File: config.mk
export PLATFORM = sky130hd
export DESIGN_NAME = axi_timer_irq_flat
export DESIGN_NICKNAME = d
export VERILOG_FILES = /design/src/rtl/axi_timer_irq_if.sv /design/src/rtl/axi_timer_irq.sv /design/src/flat_wrapper.sv
export SDC_FILE = /design/constraint.sdc
export NUM_CORES = 1
export LEC_CHECK = 0
export CAP_MARGIN = 40
export CORE_MARGIN = 2
export CORE_UTILIZATION = 52
export DETAILED_ROUTE_END_ITERATION = 7
export PLACE_DENSITY_LB_ADDON = 0.12
export SETUP_SLACK_MARGIN = 0.1
export SYNTH_ARGS = -nofsm -noshare
export SYNTH_HDL_FRONTEND = slang
export SYNTH_SLANG_ARGS = --single-unit
File: constraint.sdc
create_clock -name clk_i -period 3.9 [get_ports clk_i]
set_input_delay 0.78 -clock clk_i [delete_from_list [all_inputs] [get_ports clk_i]]
set_output_delay 0.78 -clock clk_i [all_outputs]
set_load 0.05 [all_outputs]
File: src/rtl/axi_timer_irq_if.sv
// AXI4 bus bundle shared by the xbar and the timer slave.
// Master/Slave modports carry the five valid/ready channels.
interface AXI_BUS #(
  parameter int unsigned AXI_ADDR_WIDTH = 32,
  parameter int unsigned AXI_DATA_WIDTH = 32,
  parameter int unsigned AXI_ID_WIDTH   = 16,
  parameter int unsigned AXI_USER_WIDTH = 10
);
  localparam int unsigned STRB_WIDTH = AXI_DATA_WIDTH / 8;

  logic [AXI_ID_WIDTH-1:0]   aw_id;
  logic [AXI_ADDR_WIDTH-1:0] aw_addr;
  logic [7:0]                aw_len;
  logic [2:0]                aw_size;
  logic [1:0]                aw_burst;
  logic                      aw_lock;
  logic [3:0]                aw_cache;
  logic [2:0]                aw_prot;
  logic [3:0]                aw_qos;
  logic [3:0]                aw_region;
  logic [5:0]                aw_atop;
  logic [AXI_USER_WIDTH-1:0] aw_user;
  logic                      aw_valid;
  logic                      aw_ready;

  logic [AXI_DATA_WIDTH-1:0] w_data;
  logic [STRB_WIDTH-1:0]     w_strb;
  logic                      w_last;
  logic [AXI_USER_WIDTH-1:0] w_user;
  logic                      w_valid;
  logic                      w_ready;

  logic [AXI_ID_WIDTH-1:0]   b_id;
  logic [1:0]                b_resp;
  logic [AXI_USER_WIDTH-1:0] b_user;
  logic                      b_valid;
  logic                      b_ready;

  logic [AXI_ID_WIDTH-1:0]   ar_id;
  logic [AXI_ADDR_WIDTH-1:0] ar_addr;
  logic [7:0]                ar_len;
  logic [2:0]                ar_size;
  logic [1:0]                ar_burst;
  logic                      ar_lock;
  logic [3:0]                ar_cache;
  logic [2:0]                ar_prot;
  logic [3:0]                ar_qos;
  logic [3:0]                ar_region;
  logic [AXI_USER_WIDTH-1:0] ar_user;
  logic                      ar_valid;
  logic                      ar_ready;

  logic [AXI_ID_WIDTH-1:0]   r_id;
  logic [AXI_DATA_WIDTH-1:0] r_data;
  logic [1:0]                r_resp;
  logic                      r_last;
  logic [AXI_USER_WIDTH-1:0] r_user;
  logic                      r_valid;
  logic                      r_ready;

  modport Master (
    output aw_id, aw_addr, aw_len, aw_size, aw_burst,
    output aw_lock, aw_cache, aw_prot, aw_qos, aw_region,
    output aw_atop, aw_user, aw_valid,
    input  aw_ready,
    output w_data, w_strb, w_last, w_user, w_valid,
    input  w_ready,
    input  b_id, b_resp, b_user, b_valid,
    output b_ready,
    output ar_id, ar_addr, ar_len, ar_size, ar_burst,
    output ar_lock, ar_cache, ar_prot, ar_qos, ar_region,
    output ar_user, ar_valid,
    input  ar_ready,
    input  r_id, r_data, r_resp, r_last, r_user, r_valid,
    output r_ready
  );

  modport Slave (
    input  aw_id, aw_addr, aw_len, aw_size, aw_burst,
    input  aw_lock, aw_cache, aw_prot, aw_qos, aw_region,
    input  aw_atop, aw_user, aw_valid,
    output aw_ready,
    input  w_data, w_strb, w_last, w_user, w_valid,
    output w_ready,
    output b_id, b_resp, b_user, b_valid,
    input  b_ready,
    input  ar_id, ar_addr, ar_len, ar_size, ar_burst,
    input  ar_lock, ar_cache, ar_prot, ar_qos, ar_region,
    input  ar_user, ar_valid,
    output ar_ready,
    output r_id, r_data, r_resp, r_last, r_user, r_valid,
    input  r_ready
  );
endinterface

File: src/rtl/axi_timer_irq.sv
// AXI4 machine timer (mtime/mtimecmp, prescaler, ack counter).
// Define AXI_TIMER_SWI_EN to map MSIP at 0x1C onto irq_o[3].
module axi_timer_irq #(
  parameter int unsigned AXI_ADDR_WIDTH = 32,
  parameter int unsigned AXI_DATA_WIDTH = 32,
  parameter int unsigned AXI_ID_WIDTH   = 16,
  parameter int unsigned AXI_USER_WIDTH = 10,
  parameter int unsigned PRESCALE_RESET = 0,
  parameter int unsigned TIMER_IRQ_ID   = 7
) (
  input  logic        clk_i,
  input  logic        rst_ni,
  AXI_BUS.Slave       AXI_Slave,
  output logic [31:0] irq_o,
  input  logic        irq_ack_i,
  input  logic [4:0]  irq_id_i
);

  if (AXI_DATA_WIDTH != 32) begin : g_bad_dw
    $fatal(1, "axi_timer_irq: AXI_DATA_WIDTH must be 32");
  end

`ifdef AXI_TIMER_SWI_EN
  localparam logic SWI = 1'b1;
`else
  localparam logic SWI = 1'b0;
`endif

  localparam logic [2:0] A_MTL = 3'd0;
  localparam logic [2:0] A_MTH = 3'd1;
  localparam logic [2:0] A_CML = 3'd2;
  localparam logic [2:0] A_CMH = 3'd3;
  localparam logic [2:0] A_PRE = 3'd4;
  localparam logic [2:0] A_CTL = 3'd5;
  localparam logic [2:0] A_ACK = 3'd6;
  localparam logic [2:0] A_SWI = 3'd7;

  typedef enum logic [1:0] {
    W_IDLE, W_DATA, W_RESP
  } wstate_e;

  typedef enum logic {
    R_IDLE, R_DATA
  } rstate_e;

  function automatic logic [31:0] merge(
    input logic [31:0] old,
    input logic [31:0] d,
    input logic [3:0]  s
  );
    logic [31:0] m;
    for (int i = 0; i < 4; i++) begin
      m[i*8 +: 8] = s[i] ? d[i*8 +: 8] : old[i*8 +: 8];
    end
    return m;
  endfunction

  wstate_e r_wstate, w_wnext;
  rstate_e r_rstate, w_rnext;

  logic                      r_live;
  logic [AXI_ID_WIDTH-1:0]   r_awid;
  logic [AXI_ADDR_WIDTH-1:0] r_waddr;
  logic [7:0]                r_awlen;
  logic                      r_werr;
  logic [AXI_ID_WIDTH-1:0]   r_arid;
  logic [AXI_ADDR_WIDTH-1:0] r_raddr;
  logic [7:0]                r_arlen;
  logic [7:0]                r_rcnt;

  logic [63:0] r_mtime;
  logic [63:0] r_mtimecmp;
  logic [15:0] r_prescale;
  logic [15:0] r_pcnt;
  logic        r_en;
  logic [31:0] r_ackcnt;
  logic        r_tirq;
  logic        w_msip;

  logic w_awready, w_wready, w_bvalid;
  logic w_arready, w_rvalid, w_rlast;
  logic w_aw_hs, w_w_hs, w_ar_hs, w_r_hs;
  logic w_tick, w_ack_t;

  logic [7:0][31:0] w_regs;
  logic [2:0]       w_wsel, w_rsel;
  logic [31:0]      w_wval;
  logic             w_wbad, w_rbad;
  logic w_we_mtl, w_we_mth, w_we_cml, w_we_cmh;
  logic w_we_pre, w_we_ctl;

  always_comb begin
    w_wnext   = r_wstate;
    w_awready = 1'b0;
    w_wready  = 1'b0;
    w_bvalid  = 1'b0;
    unique case (r_wstate)
      W_IDLE: begin
        w_awready = r_live;
        if (r_live && AXI_Slave.aw_valid) w_wnext = W_DATA;
      end
      W_DATA: begin
        w_wready = 1'b1;
        if (AXI_Slave.w_valid && AXI_Slave.w_last)
          w_wnext = W_RESP;
      end
      W_RESP: begin
        w_bvalid = 1'b1;
        if (AXI_Slave.b_ready) w_wnext = W_IDLE;
      end
      default: w_wnext = W_IDLE;
    endcase
  end

  always_comb begin
    w_rnext   = r_rstate;
    w_arready = 1'b0;
    w_rvalid  = 1'b0;
    w_rlast   = 1'b0;
    unique case (r_rstate)
      R_IDLE: begin
        w_arready = r_live;
        if (r_live && AXI_Slave.ar_valid) w_rnext = R_DATA;
      end
      R_DATA: begin
        w_rvalid = 1'b1;
        w_rlast  = (r_rcnt == r_arlen);
        if (AXI_Slave.r_ready && w_rlast) w_rnext = R_IDLE;
      end
      default: w_rnext = R_IDLE;
    endcase
  end

  always_ff @(posedge clk_i or negedge rst_ni) begin
    if (!rst_ni) begin
      r_wstate <= W_IDLE;
      r_rstate <= R_IDLE;
    end else begin
      r_wstate <= w_wnext;
      r_rstate <= w_rnext;
    end
  end

  assign w_aw_hs = w_awready && AXI_Slave.aw_valid;
  assign w_w_hs  = w_wready  && AXI_Slave.w_valid;
  assign w_ar_hs = w_arready && AXI_Slave.ar_valid;
  assign w_r_hs  = w_rvalid  && AXI_Slave.r_ready;

  always_comb begin
    w_regs    = '0;
    w_regs[0] = r_mtime[31:0];
    w_regs[1] = r_mtime[63:32];
    w_regs[2] = r_mtimecmp[31:0];
    w_regs[3] = r_mtimecmp[63:32];
    w_regs[4] = {16'h0, r_prescale};
    w_regs[5] = {31'h0, r_en};
    w_regs[6] = r_ackcnt;
    w_regs[7] = {31'h0, w_msip};
  end

  assign w_wsel = r_waddr[4:2];
  assign w_rsel = r_raddr[4:2];
  assign w_wval = merge(w_regs[w_wsel],
                        AXI_Slave.w_data,
                        AXI_Slave.w_strb);

  // ACKCNT is read-only; 0x1C only exists with the SWI build
  assign w_wbad = (w_wsel == A_ACK) ||
                  ((w_wsel == A_SWI) && !SWI);
  assign w_rbad = (w_rsel == A_SWI) && !SWI;

  assign w_we_mtl = w_w_hs && (w_wsel == A_MTL);
  assign w_we_mth = w_w_hs && (w_wsel == A_MTH);
  assign w_we_cml = w_w_hs && (w_wsel == A_CML);
  assign w_we_cmh = w_w_hs && (w_wsel == A_CMH);
  assign w_we_pre = w_w_hs && (w_wsel == A_PRE);
  assign w_we_ctl = w_w_hs && (w_wsel == A_CTL);

  always_ff @(posedge clk_i or negedge rst_ni) begin
    if (!rst_ni) begin
      r_live  <= 1'b0;
      r_awid  <= '0;
      r_waddr <= '0;
      r_awlen <= '0;
      r_werr  <= 1'b0;
      r_arid  <= '0;
      r_raddr <= '0;
      r_arlen <= '0;
      r_rcnt  <= '0;
    end else begin
      r_live <= 1'b1;
      if (w_aw_hs) begin
        r_awid  <= AXI_Slave.aw_id;
        r_waddr <= AXI_Slave.aw_addr;
        r_awlen <= AXI_Slave.aw_len;
        r_werr  <= 1'b0;
      end else if (w_w_hs) begin
        r_waddr <= r_waddr + AXI_ADDR_WIDTH'(4);
        if (w_wbad) r_werr <= 1'b1;
      end
      if (w_ar_hs) begin
        r_arid  <= AXI_Slave.ar_id;
        r_raddr <= AXI_Slave.ar_addr;
        r_arlen <= AXI_Slave.ar_len;
        r_rcnt  <= '0;
      end else if (w_r_hs) begin
        r_raddr <= r_raddr + AXI_ADDR_WIDTH'(4);
        r_rcnt  <= r_rcnt + 8'd1;
      end
    end
  end

  assign w_tick  = r_en && (r_pcnt == r_prescale);
  assign w_ack_t = irq_ack_i &&
                   (irq_id_i == 5'(TIMER_IRQ_ID));

  // An mtime write drops a coincident tick in both halves
  always_ff @(posedge clk_i or negedge rst_ni) begin
    if (!rst_ni) begin
      r_mtime    <= '0;
      r_mtimecmp <= '1;
      r_prescale <= 16'(PRESCALE_RESET);
      r_pcnt     <= '0;
      r_en       <= 1'b0;
      r_ackcnt   <= '0;
      r_tirq     <= 1'b0;
    end else begin
      if (w_we_pre || w_tick) r_pcnt <= '0;
      else if (r_en) r_pcnt <= r_pcnt + 16'd1;
      if (w_we_mtl) r_mtime[31:0] <= w_wval;
      else if (w_we_mth) r_mtime[63:32] <= w_wval;
      else if (w_tick) r_mtime <= r_mtime + 64'd1;
      if (w_we_cml) r_mtimecmp[31:0] <= w_wval;
      if (w_we_cmh) r_mtimecmp[63:32] <= w_wval;
      if (w_we_pre) r_prescale <= w_wval[15:0];
      if (w_we_ctl) r_en <= w_wval[0];
      if (w_ack_t) r_ackcnt <= r_ackcnt + 32'd1;
      r_tirq <= r_en && (r_mtime >= r_mtimecmp);
    end
  end

`ifdef AXI_TIMER_SWI_EN
  logic r_msip;
  logic w_we_swi;
  assign w_we_swi = w_w_hs && (w_wsel == A_SWI);

  always_ff @(posedge clk_i or negedge rst_ni) begin
    if (!rst_ni) begin
      r_msip <= 1'b0;
    end else if (w_we_swi) begin
      r_msip <= w_wval[0];
    end else if (irq_ack_i && (irq_id_i == 5'd3)) begin
      r_msip <= 1'b0;
    end
  end

  assign w_msip = r_msip;
`else
  assign w_msip = 1'b0;
`endif

  always_comb begin
    irq_o               = '0;
    irq_o[3]            = w_msip;
    irq_o[TIMER_IRQ_ID] = r_tirq;
  end

  assign AXI_Slave.aw_ready = w_awready;
  assign AXI_Slave.w_ready  = w_wready;
  assign AXI_Slave.b_valid  = w_bvalid;
  assign AXI_Slave.b_id     = r_awid;
  assign AXI_Slave.b_resp   = r_werr ? 2'b10 : 2'b00;
  assign AXI_Slave.b_user   = '0;
  assign AXI_Slave.ar_ready = w_arready;
  assign AXI_Slave.r_valid  = w_rvalid;
  assign AXI_Slave.r_id     = r_arid;
  assign AXI_Slave.r_last   = w_rlast;
  assign AXI_Slave.r_data   = w_rbad ? 32'h0 : w_regs[w_rsel];
  assign AXI_Slave.r_resp   = w_rbad ? 2'b10 : 2'b00;
  assign AXI_Slave.r_user   = '0;

  logic w_unused;
  assign w_unused = ^{AXI_Slave.aw_size, AXI_Slave.aw_burst,
                      AXI_Slave.aw_lock, AXI_Slave.aw_cache,
                      AXI_Slave.aw_prot, AXI_Slave.aw_qos,
                      AXI_Slave.aw_region, AXI_Slave.aw_atop,
                      AXI_Slave.aw_user, AXI_Slave.w_user,
                      AXI_Slave.ar_size, AXI_Slave.ar_burst,
                      AXI_Slave.ar_lock, AXI_Slave.ar_cache,
                      AXI_Slave.ar_prot, AXI_Slave.ar_qos,
                      AXI_Slave.ar_region, AXI_Slave.ar_user,
                      r_awlen, r_waddr, r_raddr};

endmodule

File: src/flat_wrapper.sv
// flat-port wrapper written by rule: the top's interface ports become plain ports
module axi_timer_irq_flat 
#(
  parameter int unsigned AXI_ADDR_WIDTH = 32,
  parameter int unsigned AXI_DATA_WIDTH = 32,
  parameter int unsigned AXI_ID_WIDTH   = 16,
  parameter int unsigned AXI_USER_WIDTH = 10,
  parameter int unsigned PRESCALE_RESET = 0,
  parameter int unsigned TIMER_IRQ_ID   = 7
)
  (clk_i, rst_ni, irq_o, irq_ack_i, irq_id_i, AXI_Slave_aw_id, AXI_Slave_aw_addr, AXI_Slave_aw_len, AXI_Slave_aw_size, AXI_Slave_aw_burst, AXI_Slave_aw_lock, AXI_Slave_aw_cache, AXI_Slave_aw_prot, AXI_Slave_aw_qos, AXI_Slave_aw_region, AXI_Slave_aw_atop, AXI_Slave_aw_user, AXI_Slave_aw_valid, AXI_Slave_aw_ready, AXI_Slave_w_data, AXI_Slave_w_strb, AXI_Slave_w_last, AXI_Slave_w_user, AXI_Slave_w_valid, AXI_Slave_w_ready, AXI_Slave_b_id, AXI_Slave_b_resp, AXI_Slave_b_user, AXI_Slave_b_valid, AXI_Slave_b_ready, AXI_Slave_ar_id, AXI_Slave_ar_addr, AXI_Slave_ar_len, AXI_Slave_ar_size, AXI_Slave_ar_burst, AXI_Slave_ar_lock, AXI_Slave_ar_cache, AXI_Slave_ar_prot, AXI_Slave_ar_qos, AXI_Slave_ar_region, AXI_Slave_ar_user, AXI_Slave_ar_valid, AXI_Slave_ar_ready, AXI_Slave_r_id, AXI_Slave_r_data, AXI_Slave_r_resp, AXI_Slave_r_last, AXI_Slave_r_user, AXI_Slave_r_valid, AXI_Slave_r_ready);
  AXI_BUS #(.AXI_ADDR_WIDTH(AXI_ADDR_WIDTH), .AXI_DATA_WIDTH(AXI_DATA_WIDTH), .AXI_ID_WIDTH(AXI_ID_WIDTH), .AXI_USER_WIDTH(AXI_USER_WIDTH)) AXI_Slave_i ();
  input  logic clk_i;
  input  logic rst_ni;
  output logic [31:0] irq_o;
  input  logic irq_ack_i;
  input  logic [4:0] irq_id_i;
  input wire logic [$bits(AXI_Slave_i.aw_id)-1:0] AXI_Slave_aw_id;
  input wire logic [$bits(AXI_Slave_i.aw_addr)-1:0] AXI_Slave_aw_addr;
  input wire logic [$bits(AXI_Slave_i.aw_len)-1:0] AXI_Slave_aw_len;
  input wire logic [$bits(AXI_Slave_i.aw_size)-1:0] AXI_Slave_aw_size;
  input wire logic [$bits(AXI_Slave_i.aw_burst)-1:0] AXI_Slave_aw_burst;
  input wire logic [$bits(AXI_Slave_i.aw_lock)-1:0] AXI_Slave_aw_lock;
  input wire logic [$bits(AXI_Slave_i.aw_cache)-1:0] AXI_Slave_aw_cache;
  input wire logic [$bits(AXI_Slave_i.aw_prot)-1:0] AXI_Slave_aw_prot;
  input wire logic [$bits(AXI_Slave_i.aw_qos)-1:0] AXI_Slave_aw_qos;
  input wire logic [$bits(AXI_Slave_i.aw_region)-1:0] AXI_Slave_aw_region;
  input wire logic [$bits(AXI_Slave_i.aw_atop)-1:0] AXI_Slave_aw_atop;
  input wire logic [$bits(AXI_Slave_i.aw_user)-1:0] AXI_Slave_aw_user;
  input wire logic [$bits(AXI_Slave_i.aw_valid)-1:0] AXI_Slave_aw_valid;
  output wire logic [$bits(AXI_Slave_i.aw_ready)-1:0] AXI_Slave_aw_ready;
  input wire logic [$bits(AXI_Slave_i.w_data)-1:0] AXI_Slave_w_data;
  input wire logic [$bits(AXI_Slave_i.w_strb)-1:0] AXI_Slave_w_strb;
  input wire logic [$bits(AXI_Slave_i.w_last)-1:0] AXI_Slave_w_last;
  input wire logic [$bits(AXI_Slave_i.w_user)-1:0] AXI_Slave_w_user;
  input wire logic [$bits(AXI_Slave_i.w_valid)-1:0] AXI_Slave_w_valid;
  output wire logic [$bits(AXI_Slave_i.w_ready)-1:0] AXI_Slave_w_ready;
  output wire logic [$bits(AXI_Slave_i.b_id)-1:0] AXI_Slave_b_id;
  output wire logic [$bits(AXI_Slave_i.b_resp)-1:0] AXI_Slave_b_resp;
  output wire logic [$bits(AXI_Slave_i.b_user)-1:0] AXI_Slave_b_user;
  output wire logic [$bits(AXI_Slave_i.b_valid)-1:0] AXI_Slave_b_valid;
  input wire logic [$bits(AXI_Slave_i.b_ready)-1:0] AXI_Slave_b_ready;
  input wire logic [$bits(AXI_Slave_i.ar_id)-1:0] AXI_Slave_ar_id;
  input wire logic [$bits(AXI_Slave_i.ar_addr)-1:0] AXI_Slave_ar_addr;
  input wire logic [$bits(AXI_Slave_i.ar_len)-1:0] AXI_Slave_ar_len;
  input wire logic [$bits(AXI_Slave_i.ar_size)-1:0] AXI_Slave_ar_size;
  input wire logic [$bits(AXI_Slave_i.ar_burst)-1:0] AXI_Slave_ar_burst;
  input wire logic [$bits(AXI_Slave_i.ar_lock)-1:0] AXI_Slave_ar_lock;
  input wire logic [$bits(AXI_Slave_i.ar_cache)-1:0] AXI_Slave_ar_cache;
  input wire logic [$bits(AXI_Slave_i.ar_prot)-1:0] AXI_Slave_ar_prot;
  input wire logic [$bits(AXI_Slave_i.ar_qos)-1:0] AXI_Slave_ar_qos;
  input wire logic [$bits(AXI_Slave_i.ar_region)-1:0] AXI_Slave_ar_region;
  input wire logic [$bits(AXI_Slave_i.ar_user)-1:0] AXI_Slave_ar_user;
  input wire logic [$bits(AXI_Slave_i.ar_valid)-1:0] AXI_Slave_ar_valid;
  output wire logic [$bits(AXI_Slave_i.ar_ready)-1:0] AXI_Slave_ar_ready;
  output wire logic [$bits(AXI_Slave_i.r_id)-1:0] AXI_Slave_r_id;
  output wire logic [$bits(AXI_Slave_i.r_data)-1:0] AXI_Slave_r_data;
  output wire logic [$bits(AXI_Slave_i.r_resp)-1:0] AXI_Slave_r_resp;
  output wire logic [$bits(AXI_Slave_i.r_last)-1:0] AXI_Slave_r_last;
  output wire logic [$bits(AXI_Slave_i.r_user)-1:0] AXI_Slave_r_user;
  output wire logic [$bits(AXI_Slave_i.r_valid)-1:0] AXI_Slave_r_valid;
  input wire logic [$bits(AXI_Slave_i.r_ready)-1:0] AXI_Slave_r_ready;
  assign AXI_Slave_i.aw_id = AXI_Slave_aw_id;
  assign AXI_Slave_i.aw_addr = AXI_Slave_aw_addr;
  assign AXI_Slave_i.aw_len = AXI_Slave_aw_len;
  assign AXI_Slave_i.aw_size = AXI_Slave_aw_size;
  assign AXI_Slave_i.aw_burst = AXI_Slave_aw_burst;
  assign AXI_Slave_i.aw_lock = AXI_Slave_aw_lock;
  assign AXI_Slave_i.aw_cache = AXI_Slave_aw_cache;
  assign AXI_Slave_i.aw_prot = AXI_Slave_aw_prot;
  assign AXI_Slave_i.aw_qos = AXI_Slave_aw_qos;
  assign AXI_Slave_i.aw_region = AXI_Slave_aw_region;
  assign AXI_Slave_i.aw_atop = AXI_Slave_aw_atop;
  assign AXI_Slave_i.aw_user = AXI_Slave_aw_user;
  assign AXI_Slave_i.aw_valid = AXI_Slave_aw_valid;
  assign AXI_Slave_aw_ready = AXI_Slave_i.aw_ready;
  assign AXI_Slave_i.w_data = AXI_Slave_w_data;
  assign AXI_Slave_i.w_strb = AXI_Slave_w_strb;
  assign AXI_Slave_i.w_last = AXI_Slave_w_last;
  assign AXI_Slave_i.w_user = AXI_Slave_w_user;
  assign AXI_Slave_i.w_valid = AXI_Slave_w_valid;
  assign AXI_Slave_w_ready = AXI_Slave_i.w_ready;
  assign AXI_Slave_b_id = AXI_Slave_i.b_id;
  assign AXI_Slave_b_resp = AXI_Slave_i.b_resp;
  assign AXI_Slave_b_user = AXI_Slave_i.b_user;
  assign AXI_Slave_b_valid = AXI_Slave_i.b_valid;
  assign AXI_Slave_i.b_ready = AXI_Slave_b_ready;
  assign AXI_Slave_i.ar_id = AXI_Slave_ar_id;
  assign AXI_Slave_i.ar_addr = AXI_Slave_ar_addr;
  assign AXI_Slave_i.ar_len = AXI_Slave_ar_len;
  assign AXI_Slave_i.ar_size = AXI_Slave_ar_size;
  assign AXI_Slave_i.ar_burst = AXI_Slave_ar_burst;
  assign AXI_Slave_i.ar_lock = AXI_Slave_ar_lock;
  assign AXI_Slave_i.ar_cache = AXI_Slave_ar_cache;
  assign AXI_Slave_i.ar_prot = AXI_Slave_ar_prot;
  assign AXI_Slave_i.ar_qos = AXI_Slave_ar_qos;
  assign AXI_Slave_i.ar_region = AXI_Slave_ar_region;
  assign AXI_Slave_i.ar_user = AXI_Slave_ar_user;
  assign AXI_Slave_i.ar_valid = AXI_Slave_ar_valid;
  assign AXI_Slave_ar_ready = AXI_Slave_i.ar_ready;
  assign AXI_Slave_r_id = AXI_Slave_i.r_id;
  assign AXI_Slave_r_data = AXI_Slave_i.r_data;
  assign AXI_Slave_r_resp = AXI_Slave_i.r_resp;
  assign AXI_Slave_r_last = AXI_Slave_i.r_last;
  assign AXI_Slave_r_user = AXI_Slave_i.r_user;
  assign AXI_Slave_r_valid = AXI_Slave_i.r_valid;
  assign AXI_Slave_i.r_ready = AXI_Slave_r_ready;
  axi_timer_irq #(.AXI_ADDR_WIDTH(AXI_ADDR_WIDTH), .AXI_DATA_WIDTH(AXI_DATA_WIDTH), .AXI_ID_WIDTH(AXI_ID_WIDTH), .AXI_USER_WIDTH(AXI_USER_WIDTH), .PRESCALE_RESET(PRESCALE_RESET), .TIMER_IRQ_ID(TIMER_IRQ_ID)) u_core (.clk_i(clk_i), .rst_ni(rst_ni), .AXI_Slave(AXI_Slave_i), .irq_o(irq_o), .irq_ack_i(irq_ack_i), .irq_id_i(irq_id_i));
endmodule
==> impl_metrics.py <==
metrics = {
    "cells_and_area": {
        "final_layout_size_suffix_gt1_share_pct": 17.2,
        "postLayoutCellArea_sq_um": 20600,
        "utilization_pct": 61.9,
        "fin_nets": 2333,
        "syn2layout_area_growth_pct": 18.1,
    },
    "die": {
        "core_area_sq_um": 33300,
        "ioPinCount": 366,
        "die_x_um": 187,
        "rows": 67,
        "initial_core_util_pct": 52.4,
        "die_h_um": 187,
        "fp.dieArea_sq_um": 35000,
    },
    "grt": {
        "grt_pass1_wl_um": 84700,
        "met1_usage_pct": 41.8,
        "grt_busiest_layer": "met2",
        "grtUsageTotal_pct": 30.4,
        "grt_max_degree": 83,
        "antenna_found_initial": 1,
        "met3_usage_pct": 8.27,
        "met2_usage_pct": 46.9,
        "grt.overflow.total": 0,
        "grt_pass1_vias": 15000,
    },
    "pwr": {
        "swShare_pct": 45.7,
        "pwr-share-seq_pct": 28.6,
        "power_mw": 17.6,
        "clkPwrFrac_pct": 16.6,
        "power_switching_mw": 8.03,
        "intPower_mw": 9.55,
        "powerDensity_nw_per_um2": 854,
        "combPwrFrac_pct": 54.9,
        "p_leak_nw": 8.78,
        "irDropWorstVdd_mv": 0.617,
    },
    "clocking": {
        "cts_hold_buf": 0,
        "clock_path_buffers": 3,
        "root_buffer": "clkbuf_16",
        "postCtsResizedCells": 0,
        "ctsHtreeMaxLevel": 1,
        "cts.sinks": 253,
        "numCtsBuffers": 30,
        "clkTransAtPathRegs_ns": 0.06,
        "clk_latency_ns": 0.58,
        "cts_tree": "yes",
        "postCtsSetupRepairBufs": 0,
    },
    "setup_path": {
        "crit_family": "buffers and inverters",
        "critical_path_class": "reg -> out",
        "crit_required_ns": 3.12,
        "slowest_delay_ns": 0.71,
        "endpoint_kind": "output pin",
        "cp_cell_sequence": "mux4_2 -> o21ai_0 -> nor2_1 -> clkdlybuf4s50_1",
        "worst-path-buf-inv": 1,
        "crit_slowest_cell": "clkdlybuf4s50_1",
        "arrival_ns": 2.76,
        "crit_path_start_kind": "register",
        "crit_fanout": 17,
    },
    "place": {
        "dpl_cell_area_sq_um": 19600,
        "routabilityCongestion": 0.924,
        "port-buffer-count": 168,
        "hpwl_um": 38700,
    },
    "route": {
        "ant_nets": 0,
        "drtIter0Drc": 1504,
        "route.detailed.drc": 0,
        "totalWireLength_um": 53200,
        "dr.pass1.iters": 6,
        "drt-vias-per-instance": 6.14,
        "vias": 15300,
        "wl_per_cell_um": 21.4,
    },
    "logic_synthesis": {
        "synth-edff-count": 0,
        "synth.distinct_cells": 79,
        "syn_avg_cell_area_sq_um": 9.29,
        "seq_area_frac_synth_pct": 36.8,
        "synth-main-ff-cell": "dfrtp_1",
        "syn-cell-area_sq_um": 17400,
        "syn_inst": 1878,
        "synthArstFlopShare_pct": 100,
        "yosysWarnings": 0,
        "yosys_register_bits": 253,
    },
    "timing": {
        "period_minus_slack_ns": 3.54,
        "finalCritPeriodShare_pct": 90.9,
        "worst_pin_slew_ns": 0.900,
        "final.setup_skew_ns": 0.0182,
        "fmax_mhz": 282,
        "setup_viol": 0,
        "slew_viol_final": 0,
        "relSlewSlack_pct": 39.4,
        "finalHoldViolCount": 0,
        "tns_ns": 0,
        "rsz0062_at_grt": "no",
    },
    "worst_hold_path": {
        "hold_class": "in -> async",
    },
    "flow_run": {
        "cap_viol_max_count": 0,
    },
    "status": {
        "outcome": "finished clean",
    },
}
-- power groups by stage --
stage | registers (mW) | clock network (mW) | logic, mW
after detailed placement | 5.01 | 0 | 9.58
after CTS | 4.98 | 2.95 | 9.62
after global routing | 5.17 | 3.05 | 10.4
after floorplan | 5.04 | 0 | 6.21
final | 5.02 | 2.91 | 9.64
after global placement | 4.95 | 0 | 9.41
-- kinds of logic (layout without fill, tap and decap cells) --
logic type | count (synthesis) | count (layout) | share of synthesized area [%]
other | 2 | 55 | 0.0431
AO/OA/AOI/OAI | 315 | 315 | 11.9
buffers and inverters | 255 | 366 | 7.18
flip-flops | 253 | 253 | 36.8
adder cells (fa/ha/maj) | 75 | 75 | 5.38
multiplexers | 167 | 167 | 14.5
XOR/XNOR | 80 | 80 | 4.02
AND/OR/NAND/NOR | 731 | 731 | 20.2
-- stage by stage --
stage / cells / setup WS (ns) / hold slack (ns)
finish: 2490 / 0.357 / 0.216
global route: 2489 / 0.262 / 0.275
CTS: 2489 / 0.178 / 0.249
detailed placement: 2434 / 0.525 / 0.462
global placement: 2431 / 0.566 / 0.459
floorplan: 1930 / 0.693 / 0.463
-- layout make-up --
class | instances | area (sq um)
diodes | 1 | 2.50
clock buffers | 46 | 891
clock inverters | 9 | 131
fillers | 2886 | 12700
inverters | 89 | 334
multi-input cells | 1422 | 9980
flip-flops and latches | 253 | 6420
well taps | 448 | 561
repair buffers | 222 | 2270
-- layer usage --
| layer | routed length, um | part of all wire, % |
|---|---|---|
| met5 | 0 | 0 |
| met4 | 1750 | 3.3 |
| met3 | 5410 | 10 |
| met2 | 23500 | 44 |
| met1 | 22500 | 42 |
-- state kept, by name (all words and copies together) (netlist names), 2 cells and up --
signal                 cells
u_core.AXI_Slave.r_id     16
u_core.r_rcnt              8
u_core.r_raddr             3
u_core.r_pcnt             16
u_core.r_prescale         16
u_core.r_mtime            64
u_core.AXI_Slave.b_id     16
u_core.r_waddr             3
u_core.r_ackcnt           32
u_core.r_arlen             8
u_core.r_mtimecmp         64
u_core.r_wstate            2
-- worst paths after layout --
path,slack (ns),cells after the start,to,startpoint
setup / recovery,0.36,4,AXI_Slave_r_data[0],u_core.r_raddr[2]
hold / removal,0.22,1,u_core.r_ackcnt[6],rst_ni
setup reg to reg,0.56,6,u_core.r_mtime[61],u_core.r_prescale[2]
hold reg to reg,0.47,2,u_core.AXI_Slave.r_id[10],u_core.AXI_Slave.r_id[10]
max in group asynchronous,2.74,2,u_core.r_mtimecmp[25],rst_ni
min in group clk_i,0.47,2,u_core.AXI_Slave.r_id[10],u_core.AXI_Slave.r_id[10]
-- synth_stat cells (30+ instances only) --
master,count,share of area (%)
nor4_1,35,1.3
nand3_1,67,1.9
nand2_1,283,6.1
mux4_2,60,7.7
ha_1,75,5.4
xnor2_1,50,2.5
nand4_1,50,1.8
inv_1,89,1.9
buf_4,57,2.5
clkbuf_1,80,1.7
a21oi_1,39,1.1
dfrtp_1,189,27
o21ai_0,96,2.8
and2_1,34,1.2
xor2_1,30,1.5
mux2i_1,45,2.6
a22oi_1,47,2.0
nor2_1,131,2.8
dfstp_2,64,9.6
mux2_2,60,3.9
-- cell usage in the layout, fill, tap and decap left out, types with 64 or more instances in the layout --
cell | netlist | final
nand2_1 | 283 | 280
nor2_1 | 131 | 131
o21ai_0 | 96 | 96
nand3_1 | 67 | 67
dfstp_2 | 64 | 64
clkdlybuf4s50_1 | 0 | 135
inv_1 | 89 | 89
buf_4 | 57 | 65
dfrtp_1 | 189 | 185
ha_1 | 75 | 75
(Power assumes the default switching activity.)
